File: src/rtl/freq_meter.sv
// Gated frequency counter: counts synchronised rising edges of sig_in over
// GATE_CYCLES clocks and latches a saturated 20-bit result per window.
module freq_meter #(
  parameter int unsigned GATE_CYCLES = 50_000_000,
  parameter int unsigned MAX_COUNT   = 99_999
) (
  input  logic        clk,
  input  logic        rst_n,
  input  logic        sig_in,
  output logic [19:0] freq_out,
  output logic        overflow,
  output logic        valid,
  output logic        gate_active
);

  localparam int unsigned GW = (GATE_CYCLES > 1) ? $clog2(GATE_CYCLES) : 1;
  localparam logic [GW-1:0] GATE_LAST = GW'(GATE_CYCLES - 1);
  localparam logic [20:0]   MAXV      = 21'(MAX_COUNT);
  localparam logic [20:0]   SATV      = 21'(MAX_COUNT + 1);

  logic          s1_q, s2_q, s3_q;
  logic [GW-1:0] gate_q, gate_d;
  logic [20:0]   edge_q, edge_d;
  logic [19:0]   freq_q, freq_d;
  logic          ovf_q, ovf_d;
  logic          valid_q, valid_d;
  logic          e;
  logic          terminal;
  logic [21:0]   total;

  assign e        = s2_q & ~s3_q;
  assign terminal = (gate_q == GATE_LAST);
  assign total    = {1'b0, edge_q} + {21'b0, e};

  always_comb begin
    gate_d  = terminal ? '0 : gate_q + GW'(1);
    edge_d  = edge_q;
    freq_d  = freq_q;
    ovf_d   = ovf_q;
    valid_d = 1'b0;
    if (terminal) begin
      // an edge seen on the terminal cycle belongs to the closing window
      if (total > {1'b0, MAXV}) begin
        freq_d = MAXV[19:0];
        ovf_d  = 1'b1;
      end else begin
        freq_d = total[19:0];
        ovf_d  = 1'b0;
      end
      valid_d = 1'b1;
      edge_d  = '0;
    end else if (edge_q != SATV) begin
      edge_d = total[20:0];
    end
  end

  always_ff @(posedge clk or negedge rst_n) begin
    if (!rst_n) begin
      s1_q    <= 1'b0;
      s2_q    <= 1'b0;
      s3_q    <= 1'b0;
      gate_q  <= '0;
      edge_q  <= '0;
      freq_q  <= '0;
      ovf_q   <= 1'b0;
      valid_q <= 1'b0;
    end else begin
      s1_q    <= sig_in;
      s2_q    <= s1_q;
      s3_q    <= s2_q;
      gate_q  <= gate_d;
      edge_q  <= edge_d;
      freq_q  <= freq_d;
      ovf_q   <= ovf_d;
      valid_q <= valid_d;
    end
  end

  assign freq_out    = freq_q;
  assign overflow    = ovf_q;
  assign valid       = valid_q;
  // reserved for a future hold/arm control; follows reset directly
  assign gate_active = rst_n;

endmodule

File: config.mk
export PLATFORM = sky130hd
export DESIGN_NAME = freq_meter
export DESIGN_NICKNAME = d
export VERILOG_FILES = /design/src/rtl/freq_meter.sv
export SDC_FILE = /design/constraint.sdc
export NUM_CORES = 1
export LEC_CHECK = 0
export ABC_AREA = 1
export CAP_MARGIN = 20
export CELL_PAD_IN_SITES_DETAIL_PLACEMENT = 1
export CELL_PAD_IN_SITES_GLOBAL_PLACEMENT = 1
export CORE_MARGIN = 5
export CORE_UTILIZATION = 44
export DETAILED_ROUTE_END_ITERATION = 7
export GPL_TIMING_DRIVEN = 0
export PLACE_DENSITY = 0.8
export SLEW_MARGIN = 30
export SYNTH_ARGS = -nofsm -noshare
export SYNTH_HDL_FRONTEND = slang
export SYNTH_SLANG_ARGS = --single-unit
File: constraint.sdc
create_clock -name clk -period 2.8 [get_ports clk]
set_input_delay 0.28 -clock clk [delete_from_list [all_inputs] [get_ports clk]]
set_output_delay 0.28 -clock clk [all_outputs]
set_load 0.02 [all_outputs]
==> impl_metrics.env, run 1 <==
export IMPL_die_area_um2=11000
export IMPL_cts_htree_levels=3
export IMPL_clock_fmax_mhz=390
export IMPL_antenna_found_initial=0
export IMPL_grt_usage=0.205
export IMPL_worst_path_max_fanout=10
export IMPL_io_buffers=25
export IMPL_power_frac_clock=0.404
export IMPL_antenna_left=0
export IMPL_total_leakage_power_nw=2.16
export IMPL_drive_above_1_share=0.116
export IMPL_start_kind="flip-flop"
export IMPL_syn_inst=525
export IMPL_setup_ws_ps=233
export IMPL_dpl_cell_count=659
export IMPL_placed_area_um2=4380
export IMPL_post_route_period_util=0.917
export IMPL_hold_path_class="flip-flop to flip-flop"
export IMPL_dr_total_vias=3528
export IMPL_place_ws_ps=-25.8
export IMPL_switching_share=0.268
export IMPL_cts_buffers=9
export IMPL_power_density_nw_per_um2=504
export IMPL_antenna_cells=0
export IMPL_syn_area_um2=3970
export IMPL_max_slew_margin_rel=0.465
export IMPL_grt_max_degree=45
export IMPL_dieWidth_um=105
export IMPL_worstPathRequired_ps=3040
export IMPL_fin_cells=678
export IMPL_fin_tns_setup_ps=0
export IMPL_intPower_w=0.00172
export IMPL_p_sw_w=0.000632
export IMPL_stdcell_area_um2=4670
export IMPL_endpoint_kind="flip-flop"
export IMPL_ys_seq_area_frac=0.454
export IMPL_hold_viol_final=0
export IMPL_period_needed_ps=2570
export IMPL_drc=0
export IMPL_drtPass1Iterations=4
export IMPL_nets=571
export IMPL_std_cell_rows=34
export IMPL_drt_iter0_drc=93
export IMPL_clock_sinks=72
export IMPL_hpwlAfterDp_mm=8.28
export IMPL_status="finished clean"
export IMPL_gp_congestion=0.861
export IMPL_drv_cap=0
export IMPL_num_io_pins=26
export IMPL_fin_skew_ps=13.1
export IMPL_fillCellCount=1110
export IMPL_power_frac_seq=0.485
export IMPL_wl_per_cell_um=16.0
export IMPL_cts_clk_slew_worst_paths_ps=80
export IMPL_finalSetupViolCount=0
export IMPL_grt_pass1_vias=3870
export IMPL_start_util=0.453
export IMPL_p_comb_frac=0.111
export IMPL_area_delta_synth_final_pct=17.6
export IMPL_drv_slew=0
export IMPL_yosysWarnings=0
export IMPL_clockBufferDepth=2
export IMPL_cp_arrival_ps=2800
export IMPL_insertion_delay_ps=350
export IMPL_wirelength_mm=10.8
export IMPL_drt_vias_per_instance=5.20
export IMPL_peakVddDrop_mv=0.261
export IMPL_yosysUniqueCellTypes=37
export IMPL_worstSetupPathType="flip-flop to flip-flop"
export IMPL_grt_pass1_wl_mm=18.3
export IMPL_cts_tree="yes"
export IMPL_fp_dieH_um=105
export IMPL_syn_nets=531
export IMPL_ys_ff_latch=72
export IMPL_worstMarginPinSlew_ps=797
export IMPL_core_area_um2=8760
export IMPL_grt_overflow=0
export IMPL_clock_root_buffer="clkbuf_8"
export IMPL_syn_avg_cell_area_um2=7.57
-- power groups by stage --
stage / clock [W] / combinational, W / sequential (W)
after global routing: 0.00103 / 0.000295 / 0.00115
final: 0.000952 / 0.000261 / 0.00114
after detailed placement: 0 / 0.000240 / 0.00116
after floorplan: 0 / 0.000161 / 0.00114
after CTS: 0.000971 / 0.000246 / 0.00114
after global placement: 0 / 0.000224 / 0.00115
-- per-stage QoR --
step                 util  hold WS (ps)  power, W
detailed placement  0.500           239   0.00140
global route        0.533           350   0.00247
floorplan               -         -15.6   0.00130
global placement    0.497           334   0.00138
finish              0.533           357   0.00236
CTS                 0.528           345   0.00235
-- per-layer routing --
| layer | vias to the layer above | GRT usage | share of wire | routed length [um] |
|---|---|---|---|---|
| li1 | 1737 | - | - | - |
| met1 | 1734 | 0.229 | 0.42 | 4530 |
| met2 | 35 | 0.385 | 0.54 | 5810 |
| met5 | - | 0 | 0 | 0 |
| met4 | 0 | 0.0840 | 0.024 | 257 |
| met3 | 22 | 0.0284 | 0.021 | 230 |
-- timing repair --
item,CTS,global route
endpoints found under the setup margin,10,18
buffers inserted,0,2
endpoints found under the hold margin,29,0
gates resized for setup,1,6
pin swaps,0,2
hold buffers,1,0
-- sequential cells by signal, indices dropped and copies added (netlist names) --
signal / cells
overflow: 1
gate_q: 26
edge_q: 21
s2_q: 1
s1_q: 1
valid: 1
s3_q: 1
freq_out: 20
-- cells in the mapped netlist (all sizes together) --
master,n,share of area
inv,72,0.068
nand3,30,0.040
clkinv,1,0.00094
o21ai,9,0.011
nor3b,2,0.0050
nor4,9,0.020
o211ai,1,0.0019
xnor2,3,0.0066
xor2,10,0.022
nor3,13,0.019
nand4,16,0.025
a41oi,1,0.0022
nand3b,2,0.0038
buf,4,0.0094
clkbuf,2,0.0019
a21oi,17,0.028
ha,3,0.0094
nor2,109,0.11
o21bai,3,0.0057
nand2,144,0.15
a31oi,1,0.0016
dfrtp,72,0.45
o221a,1,0.0028
-- cell families (layout without fill, tap and decap cells) --
family / Yosys count / after routing / share of synthesized area
AOI/OAI and AO/OA: 33 / 33 / 0.0535
adders and majority gates: 3 / 3 / 0.00945
buffers and inverters: 79 / 124 / 0.0803
xor gates and xnor gates: 13 / 13 / 0.0287
and+or+nand+nor: 325 / 325 / 0.374
DFF: 72 / 72 / 0.454
-- layout make-up --
cell class	instances	area, um^2	area share
well taps	108	135	0.0289
inverters	73	274	0.0586
clock inverters	4	76.3	0.0163
plain buffers	6	45.0	0.00964
repair buffers	29	293	0.0627
flip-flops and latches	72	1800	0.386
clock buffers	12	155	0.0332
multi-input cells	374	1890	0.405
-- worst paths after layout --
check	startpoint	cells past startpoint	to	slack (ps)
hold reg to reg	s1_q$_DFF_PN0_	0	s2_q$_DFF_PN0_	360
min in group asynchronous	rst_n	2	gate_q[1]$_DFF_PN0_	390
max in group asynchronous	rst_n	3	edge_q[14]$_DFFE_PN0P_	1830
setup / recovery	s3_q$_DFF_PN0_	18	freq_out[6]$_DFFE_PN0P_	230
setup reg to reg	s3_q$_DFF_PN0_	18	freq_out[6]$_DFFE_PN0P_	230
hold / removal	s1_q$_DFF_PN0_	0	s2_q$_DFF_PN0_	360
-- worst max-delay path: stages, from the launching register on --
cell	delay [ps]
dfrtp_1	380
nor2_2	150
ha_4	200
ha_4	180
nand2_2	90
nor2_4	190
buf_4	140
nand3_1	80
nand2_2	150
nand2_1	70
nor2_1	80
nand2_1	70
nand3_1	100
nand2_1	80
nand2_2	100
nand2_4	90
buf_12	160
nand2_2	80
nand2_2	50
-- layout by cell type, fill, tap and decap left out, types with 3 or more instances in the layout --
| cell | count |
|---|---|
| nand3_1 | 28 |
| nor2_4 | 5 |
| nand2_2 | 12 |
| xor2_1 | 10 |
| nor2_2 | 6 |
| a21oi_2 | 7 |
| nor2_1 | 98 |
| clkbuf_8 | 11 |
| nand4_1 | 16 |
| a21oi_1 | 10 |
| clkdlybuf4s50_1 | 24 |
| clkbuf_1 | 3 |
| nor4_1 | 7 |
| o21bai_1 | 3 |
| nand2_1 | 130 |
| o21ai_0 | 8 |
| nor3_1 | 11 |
| xnor2_1 | 3 |
| dfrtp_1 | 72 |
| inv_1 | 71 |
| buf_4 | 4 |
(Power assumes the default switching activity.)
==> run 2: changes to the inputs <==
--- a/config.mk
+++ b/config.mk
@@ -9,6 +9,7 @@
 export CAP_MARGIN = 20
 export CELL_PAD_IN_SITES_DETAIL_PLACEMENT = 1
 export CELL_PAD_IN_SITES_GLOBAL_PLACEMENT = 1
+export CORE_ASPECT_RATIO = 0.9
 export CORE_MARGIN = 5
 export CORE_UTILIZATION = 44
 export DETAILED_ROUTE_END_ITERATION = 7
==> impl_metrics.env, run 2 (same netlist as run 1, synthesis figures left out) <==
export IMPL_drv_cap=0
export IMPL_total_leakage_power_nw=2.18
export IMPL_clock_root_buffer="clkbuf_8"
export IMPL_hold_viol_final=0
export IMPL_cts_clk_slew_worst_paths_ps=80
export IMPL_final_common_cell="nand2_1"
export IMPL_critPathTopFamily="simple AND/OR/NAND/NOR gates"
export IMPL_drtPass1Iterations=4
export IMPL_reg2regPathDepth=15
export IMPL_critPathBufInv=1
export IMPL_die_area_um2=11000
export IMPL_status="finished clean"
export IMPL_cts_buffers=9
export IMPL_top_layer="met4"
export IMPL_hold_end="s1_q$_DFF_PN0_"
export IMPL_clock_fmax_mhz=377
export IMPL_fin_tns_setup_ps=0
export IMPL_post_route_period_util=0.946
export IMPL_power_density_nw_per_um2=524
export IMPL_io_buffers=25
export IMPL_nets=571
export IMPL_wl_met1_mm=5.40
export IMPL_layout_common_cells="131 x nand2_1, 99 x nor2_1, 72 x dfrtp_1"
export IMPL_path_cells="nor2_2, ha_4, ha_4, nand2_2, nor2_4, nand2_4, nor2_1, nor2_1, nor2_1, nand3_1, nor2_1, nand4_1, nand2_4, buf_12, a21oi_2"
export IMPL_num_io_pins=26
export IMPL_path_common_cell="nor2_1"
export IMPL_critPathSlowestCell="dfrtp_1"
export IMPL_clock_sinks=72
export IMPL_regMostFlops="gate_q"
export IMPL_start_kind="flip-flop"
export IMPL_fillCellCount=1129
export IMPL_route_met3_wl_um=549
export IMPL_wl_per_cell_um=16.7
export IMPL_worstMarginPinSlew_ps=825
export IMPL_fp_dieH_um=100
export IMPL_antenna_cells=0
export IMPL_grt_max_degree=29
export IMPL_place_ws_ps=-107
export IMPL_max_slew_margin_rel=0.446
export IMPL_std_cell_rows=32
export IMPL_antenna_left=0
export IMPL_drt_iter0_drc=202
export IMPL_worst_path_max_fanout=10
export IMPL_grt_overflow=0
export IMPL_cp_arrival_ps=2900
export IMPL_critPathMaxStageDelay_ps=380
export IMPL_finalSetupViolCount=0
export IMPL_drt_vias_per_instance=5.19
export IMPL_endpoint_kind="flip-flop"
export IMPL_drv_slew=0
export IMPL_drc=0
export IMPL_multi_input_area_um2=1890
export IMPL_grt_pass1_vias=3890
export IMPL_fin_util=0.542
export IMPL_area_delta_synth_final_pct=18.6
export IMPL_cts_htree_levels=3
export IMPL_wirelength_mm=11.5
export IMPL_dieWidth_um=110
export IMPL_wl_met2_mm=5.38
export IMPL_hpwlAfterDp_mm=8.66
export IMPL_r2r_slack_ps=150
export IMPL_reg2reg_from="s3_q$_DFF_PN0_"
export IMPL_cts_tree="yes"
export IMPL_insertion_delay_ps=360
export IMPL_holdWs_ps=359
export IMPL_setup_ws_ps=150
export IMPL_fin_skew_ps=13.3
export IMPL_r2r_end="freq_out[9]$_DFFE_PN0P_"
export IMPL_largest_register_ffs=26
export IMPL_seqCellArea_um2=1800
export IMPL_grt_usage=0.229
export IMPL_worstSetupPathType="flip-flop to flip-flop"
export IMPL_clockBufferDepth=2
export IMPL_start_util=0.457
export IMPL_min_delay_start="sig_in"
export IMPL_period_needed_ps=2650
export IMPL_peakVddDrop_mv=0.326
export IMPL_grt_pass1_wl_mm=19.6
export IMPL_core_area_um2=8690
export IMPL_hold_path_class="primary input to flip-flop"
export IMPL_gp_congestion=0.875
export IMPL_dr_total_vias=3574
export IMPL_antenna_found_initial=0
export IMPL_drive_above_1_share=0.114
export IMPL_worstPathRequired_ps=3050
export IMPL_min_path_cells=1
[run 2: per-stage QoR]
step | total power, W | instances | area, um^2
6_report | 0.00247 | 689 | 4710
5_1_grt | 0.00258 | 689 | 4710
4_1_cts | 0.00246 | 688 | 4690
3_5_place_dp | 0.00140 | 671 | 4420
3_3_place_gp | 0.00138 | 669 | 4370
2_1_floorplan | 0.00130 | 525 | 3970
[run 2: final cells by class]
cell class / instances / share of cell area
repair buffers: 29 / 0.0648
well taps: 119 / 0.0316
inverters: 73 / 0.0582
multi-input cells: 374 / 0.401
clock buffers: 9 / 0.0263
flip-flops and latches: 72 / 0.382
clock inverters: 7 / 0.0266
plain buffers: 6 / 0.00956
[run 2: what timing repair did]
item,in CTS,in global routing
pin swaps,0,2
endpoints found under the setup margin,17,17
gates cloned,0,0
hold buffers,1,0
setup buffers,0,1
endpoints found under the hold margin,21,0
resized for setup,2,3
[run 2: worst max-delay path by stage]
stage	startpoint	to	slack [ps]	depth (start not counted)
finish	s3_q$_DFF_PN0_	freq_out[9]$_DFFE_PN0P_	150	15
global route	s2_q$_DFF_PN0_	freq_out[1]$_DFFE_PN0P_	-30	18
CTS	s2_q$_DFF_PN0_	freq_out[9]$_DFFE_PN0P_	20	16
detailed placement	s2_q$_DFF_PN0_	freq_out[9]$_DFFE_PN0P_	-110	18
global placement	rst_n	gate_active	-1720	3
floorplan	s3_q$_DFF_PN0_	freq_out[2]$_DFFE_PN0P_	520	17
[run 2: worst register-to-register path: stages (launching register included)]
cell     delay [ps]
dfrtp_1         380
nor2_2          170
ha_4            210
ha_4            200
nand2_2         100
nor2_4          210
nand2_4         120
nor2_1          140
nor2_1           50
nor2_1          160
nand3_1         130
nor2_1          130
nand4_1         150
nand2_4         170
buf_12          160
a21oi_2          60
[run 2: power breakdown]
group	leakage (nW)	internal, W	switching [W]	total [W]
Clock	0.125	0.000603	0.000454	0.00106
Sequential	0.975	0.00108	0.0000674	0.00115
Combinational	1.08	0.0000951	0.000170	0.000265
Total	2.18	0.00178	0.000691	0.00247
[run 2: metal layers]
layer / vias to the layer above / global-route usage
met4: 0 / 0.0578
met1: 1756 / 0.314
met3: 19 / 0.0489
met2: 66 / 0.371
met5: - / 0
li1: 1733 / -
